<file path="config.mk">
export PLATFORM = sky130hd
export DESIGN_NAME = seq_multiplier
export DESIGN_NICKNAME = d
export VERILOG_FILES = /design/src/rtl/mul_pkg.sv /design/src/rtl/mul_step.sv /design/src/rtl/seq_multiplier.sv
export SDC_FILE = /design/constraint.sdc
export NUM_CORES = 1
export LEC_CHECK = 0
export CORE_UTILIZATION = 55
export DETAILED_ROUTE_END_ITERATION = 12
export HOLD_SLACK_MARGIN = 0.05
export PLACE_DENSITY = 0.87
export SLEW_MARGIN = 25
export SYNTH_ARGS = -nofsm -noshare
export SYNTH_HDL_FRONTEND = slang
export SYNTH_SLANG_ARGS = --single-unit
export TNS_END_PERCENT = 10
</file>
<file path="constraint.sdc">
create_clock -name clk -period 3.6 [get_ports clk]
set_input_delay 0.72 -clock clk [delete_from_list [all_inputs] [get_ports clk]]
set_output_delay 0.72 -clock clk [all_outputs]
set_load 0.01 [all_outputs]
</file>
<file path="src/rtl/mul_pkg.sv">
// Shared constants and types for the HI/LO multiply/divide units.
// Funct codes are common to the multiplier and the restoring divider.
package mul_pkg;

  localparam int WIDTH = 32;

  localparam logic [5:0] MULT  = 6'b011000;
  localparam logic [5:0] MULTU = 6'b011001;
  localparam logic [5:0] DIVU  = 6'b011011;

  typedef enum logic [1:0] {
    IDLE = 2'd0,
    RUN  = 2'd1,
    FIX  = 2'd2
  } state_e;

  // 32'h80000000 maps to itself, read as unsigned 2^31
  function automatic logic [WIDTH-1:0] abs_val(
    input logic [WIDTH-1:0] v
  );
    return v[WIDTH-1] ? -v : v;
  endfunction

endpackage

</file>
<file path="src/rtl/mul_step.sv">
// One shift-add iteration: conditional 33-bit add of the
// multiplicand into the high half, then a 65-bit right shift.
module mul_step
  import mul_pkg::*;
(
  input  logic [WIDTH:0]   i_acc_hi,
  input  logic [WIDTH-1:0] i_acc_lo,
  input  logic [WIDTH-1:0] i_magA,
  output logic [WIDTH:0]   o_acc_hi,
  output logic [WIDTH-1:0] o_acc_lo
);

  logic [WIDTH:0] w_sum;

  always_comb begin
    w_sum    = i_acc_lo[0] ? i_acc_hi + {1'b0, i_magA} : i_acc_hi;
    o_acc_hi = {1'b0, w_sum[WIDTH:1]};
    o_acc_lo = {w_sum[0], i_acc_lo[WIDTH-1:1]};
  end

endmodule

</file>
<file path="src/rtl/seq_multiplier.sv">
// Sequential 32x32 shift-add multiplier (MULT/MULTU) for HI/LO.
// 32 iteration cycles plus one sign-fix cycle; result is {HI, LO}.
module seq_multiplier
  import mul_pkg::*;
(
  input  logic                 clk,
  input  logic                 reset,
  input  logic [WIDTH-1:0]     dataA,
  input  logic [WIDTH-1:0]     dataB,
  input  logic [5:0]           Signal,
  output logic [2*WIDTH-1:0]   dataOut,
  output logic                 busy,
  output logic                 done
);

  localparam logic [5:0] LAST = 6'(WIDTH - 1);

  state_e               r_state;
  state_e               w_next;
  logic [5:0]           r_cnt;
  logic [WIDTH:0]       r_acc_hi;
  logic [WIDTH-1:0]     r_acc_lo;
  logic [WIDTH-1:0]     r_magA;
  logic                 r_neg;
  logic [2*WIDTH-1:0]   r_out;
  logic                 r_done;

  logic                 w_accept;
  logic                 w_signed;
  logic [WIDTH-1:0]     w_magA;
  logic [WIDTH-1:0]     w_magB;
  logic [WIDTH:0]       w_step_hi;
  logic [WIDTH-1:0]     w_step_lo;
  logic [2*WIDTH-1:0]   w_prod;

  assign w_accept = (r_state == IDLE) &&
                    (Signal == MULT || Signal == MULTU);
  assign w_signed = (Signal == MULT);
  assign w_magA   = w_signed ? abs_val(dataA) : dataA;
  assign w_magB   = w_signed ? abs_val(dataB) : dataB;
  assign w_prod   = {r_acc_hi[WIDTH-1:0], r_acc_lo};

  mul_step u_step (
    .i_acc_hi (r_acc_hi),
    .i_acc_lo (r_acc_lo),
    .i_magA   (r_magA),
    .o_acc_hi (w_step_hi),
    .o_acc_lo (w_step_lo)
  );

  always_comb begin
    w_next = r_state;
    unique case (r_state)
      IDLE:    if (w_accept) w_next = RUN;
      RUN:     if (r_cnt == LAST) w_next = FIX;
      FIX:     w_next = IDLE;
      default: w_next = IDLE;
    endcase
  end

  always_ff @(posedge clk or negedge reset) begin
    if (!reset) r_state <= IDLE;
    else        r_state <= w_next;
  end

  always_ff @(posedge clk or negedge reset) begin
    if (!reset) begin
      r_cnt    <= '0;
      r_acc_hi <= '0;
      r_acc_lo <= '0;
      r_magA   <= '0;
      r_neg    <= 1'b0;
      r_out    <= '0;
      r_done   <= 1'b0;
    end else begin
      r_done <= 1'b0;
      unique case (r_state)
        IDLE: begin
          if (w_accept) begin
            r_magA   <= w_magA;
            r_acc_lo <= w_magB;
            r_acc_hi <= '0;
            r_cnt    <= '0;
            r_neg    <= w_signed & (dataA[WIDTH-1] ^ dataB[WIDTH-1]);
          end
        end
        RUN: begin
          r_acc_hi <= w_step_hi;
          r_acc_lo <= w_step_lo;
          r_cnt    <= r_cnt + 6'd1;
        end
        FIX: begin
          r_out  <= r_neg ? -w_prod : w_prod;
          r_done <= 1'b1;
        end
        default: ;
      endcase
    end
  end

  assign dataOut = r_out;
  assign done    = r_done;
  assign busy    = (r_state != IDLE);

endmodule

</file>
==> flow_summary.toml <==
[run_status]
status = "finished clean"

[finish]
layout-drive-gt1-share = 0.0661
num_antenna_cells = 0
post-route-util = 0.692
fin_cells = 1636
fillCellCount = 1495
nNetsFinal = 1472
syn_to_final_growth_pct = 21.7

[power_and_ir_drop]
switchingPower_mw = 3.96
ir_drop_mv = 0.554
p_comb_frac = 0.434
leakagePower_nw = 5.30
power_frac_clock = 0.206
p_seq_frac = 0.360
power_density_mw_per_mm2 = 690
p_int_mw = 5.09
p_sw_frac = 0.438

[drt]
first_pass_iters = 5
wire_per_inst_um = 17.7
drt_iter0_drc = 848
ant_nets = 0
drcViolationCount = 0
via_count = 9872
vias_per_cell = 6.03
routed_wl_mm = 29.0

[worst_setup_path]
crit_type = "flip-flop to flip-flop"
r2r-start = "r_acc_lo[12]"
cp_data_required_time_ns = 3.89
worst-r2r-cell-count = 8
r2r_slack_ns = 0.32
crit_end = "dataOut[56]"
critical_path.startpoint_type = "flip-flop"
regToRegEndpoint = "dataOut[56]"
critPathCaptureType = "flip-flop"
crit_fanout = 6
crit_arrival_ns = 3.57
setup.worst_path.start = "r_acc_lo[12]"

[logic_synthesis]
synthesis.area_mm2 = 0.0108
ys_ff_latch = 170
synth_seq_area_share = 0.395
async_flop_share = 1.00
ys_warn_count = 0
synth_common_cells = "o21ai_0 (195), nand2_1 (174), dfrtp_1 (170), xor2_1 (103), a21oi_1 (69)"
yosysTopAreaCell = "dfrtp_1"
synthFlopType = "dfrtp_1"
avgSynthCellArea_um2 = 8.64
synth_top_cell_area_share = 0.395
syn_inst = 1246
synth_cell_type_count = 63
synth_edf_count = 0
synth_area_leaders = "dfrtp_1 (39%), o21ai_0 (9.1%), xor2_1 (8.4%)"
synth.most_common_cell = "o21ai_0"
syn-num-nets = 1355

[timing]
finalSetupTns_ns = 0
drv_slew = 0
min_period_ns = 3.28
fmax_ghz = 0.305
finClkSkew_ns = 0.00859
setup_viol = 0
maxSlewHeadroom = 0.531
rsz0062_at_grt = "false"
hold_viol = 0
fin_crit_sh = 0.910
max_slew.worst_pin.slew_ns = 0.704

[clocking]
cts.htree.levels = 4
clock_path_buffers = 2
cts_setup_buffers = 0
cts_resized = 0
cts_tree = "done"
clock_latency_ns = 0.44
cts_hold_buffers = 0
cts.clk_slew.worst_paths_ns = 0.07
cts_buffers = 17
cts.sinks = 170
cts-root-buf = "clkbuf_16"

[global_routing]
grt-ovfl-total = 0
grt_usage = 0.298
grt_max_degree = 130
grt_pass1_vias = 9150
grt_pass1_wl_mm = 47.1
antenna_found_initial = 0

[floorplan]
num_io_pins = 138
row_count = 50
die_h_um = 142
start_util = 0.568
core_mm2 = 0.0190
die_w_um = 142
dieArea_mm2 = 0.0201

[placement]
post-dp-hpwl_mm = 21.4
gp_congestion = 0.941
io_buffers = 137
placedCellCount = 1603

[hold_path]
hold_class = "primary input to asynchronous set/reset pin"

[run]
maxCapViolCount = 0
==> layer usage <==
layer / routed length [um] / part of all wire / track usage / up-vias
met1: 13700 / 0.47 / 0.447 / 4684
li1: - / - / - / 4746
met4: 340 / 0.012 / 0.0883 / 0
met3: 2320 / 0.080 / 0.0525 / 30
met2: 12600 / 0.44 / 0.439 / 412
met5: 0 / 0 / 0 / -
==> critical path: stages, from the launching register on <==
cell and delay (ns):
dfrtp_1 0.44, or4_1 0.65, nor4_2 0.52, nand3_1 0.18, or3_1 0.38, or2_2 0.34, o31ai_1 0.33, xor2_1 0.18
o21ai_0 0.09
==> state kept, by name, summed over array words and instances, names as in the netlist <==
| name | cells |
|---|---|
| r_acc_lo | 32 |
| r_state | 2 |
| r_magA | 32 |
| r_neg | 1 |
| done | 1 |
| r_acc_hi | 32 |
| dataOut | 64 |
| r_cnt | 6 |
==> power by group through the flow <==
stage          clock (mW)  sequential (mW)  combinational (mW)
2_1_floorplan           0             2.99                2.70
3_3_place_gp            0             3.20                3.68
3_5_place_dp            0             3.23                3.77
4_1_cts              1.88             3.21                3.82
5_1_grt              1.97             3.31                4.35
6_report             1.86             3.26                3.93
==> how the worst min path moves through the flow <==
stage,startpoint,endpoint,slack (ns)
after floorplan,reset,dataOut[0],0.42
after detailed placement,dataOut[11],dataOut[11],0.47
after global routing,reset,r_cnt[0],0.35
after global placement,dataOut[11],dataOut[11],0.46
final,reset,r_cnt[0],0.27
after CTS,reset,r_cnt[0],0.31
==> layout make-up <==
class                   instances  area, um2  share of cell area
repair buffers                168       1650               0.126
multi-input cells             984       6200               0.473
well taps                     260        325              0.0248
flip-flops and latches        170       4260               0.325
inverters                      22       82.6             0.00630
clock inverters                15        175              0.0134
clock buffers                  17        425              0.0324
==> stage by stage <==
| step | total power, mW | cell area (um2) | hold WS, ns | setup slack [ns] |
|---|---|---|---|---|
| global placement | 6.87 | 12500 | 0.460 | 0.0645 |
| detailed placement | 7.01 | 12500 | 0.469 | -0.0294 |
| CTS | 8.91 | 13100 | 0.307 | 0.341 |
| floorplan | 5.69 | 10800 | 0.424 | 0.631 |
| global route | 9.63 | 13100 | 0.348 | 0.169 |
| finish | 9.05 | 13100 | 0.266 | 0.324 |
==> cell usage in the layout (no fill, tap or decap), types with 12 or more instances in the layout <==
cell type	netlist	routed
o41ai_1	14	14
ha_1	36	36
clkdlybuf4s50_1	0	136
or3_1	17	17
nor2_1	54	53
buf_4	0	28
inv_1	19	19
o31ai_1	28	28
clkbuf_16	0	17
nand3_1	17	16
xnor2_1	46	46
o21ai_0	195	195
nand2_1	174	173
nor3_1	22	22
nor4_1	13	13
a21oi_1	69	69
a22oi_1	47	47
xor2_1	103	103
a21o_1	12	12
dfrtp_1	170	169
==> kinds of logic after synthesis <==
family,synth area share
AND/OR/NAND/NOR,0.162
adder cells (fa/ha/maj),0.0437
flip-flops,0.395
buffers and inverters,0.0328
XOR/XNOR,0.121
AO/OA/AOI/OAI,0.237
multiplexers,0.00860
(Power assumes the default switching activity.)
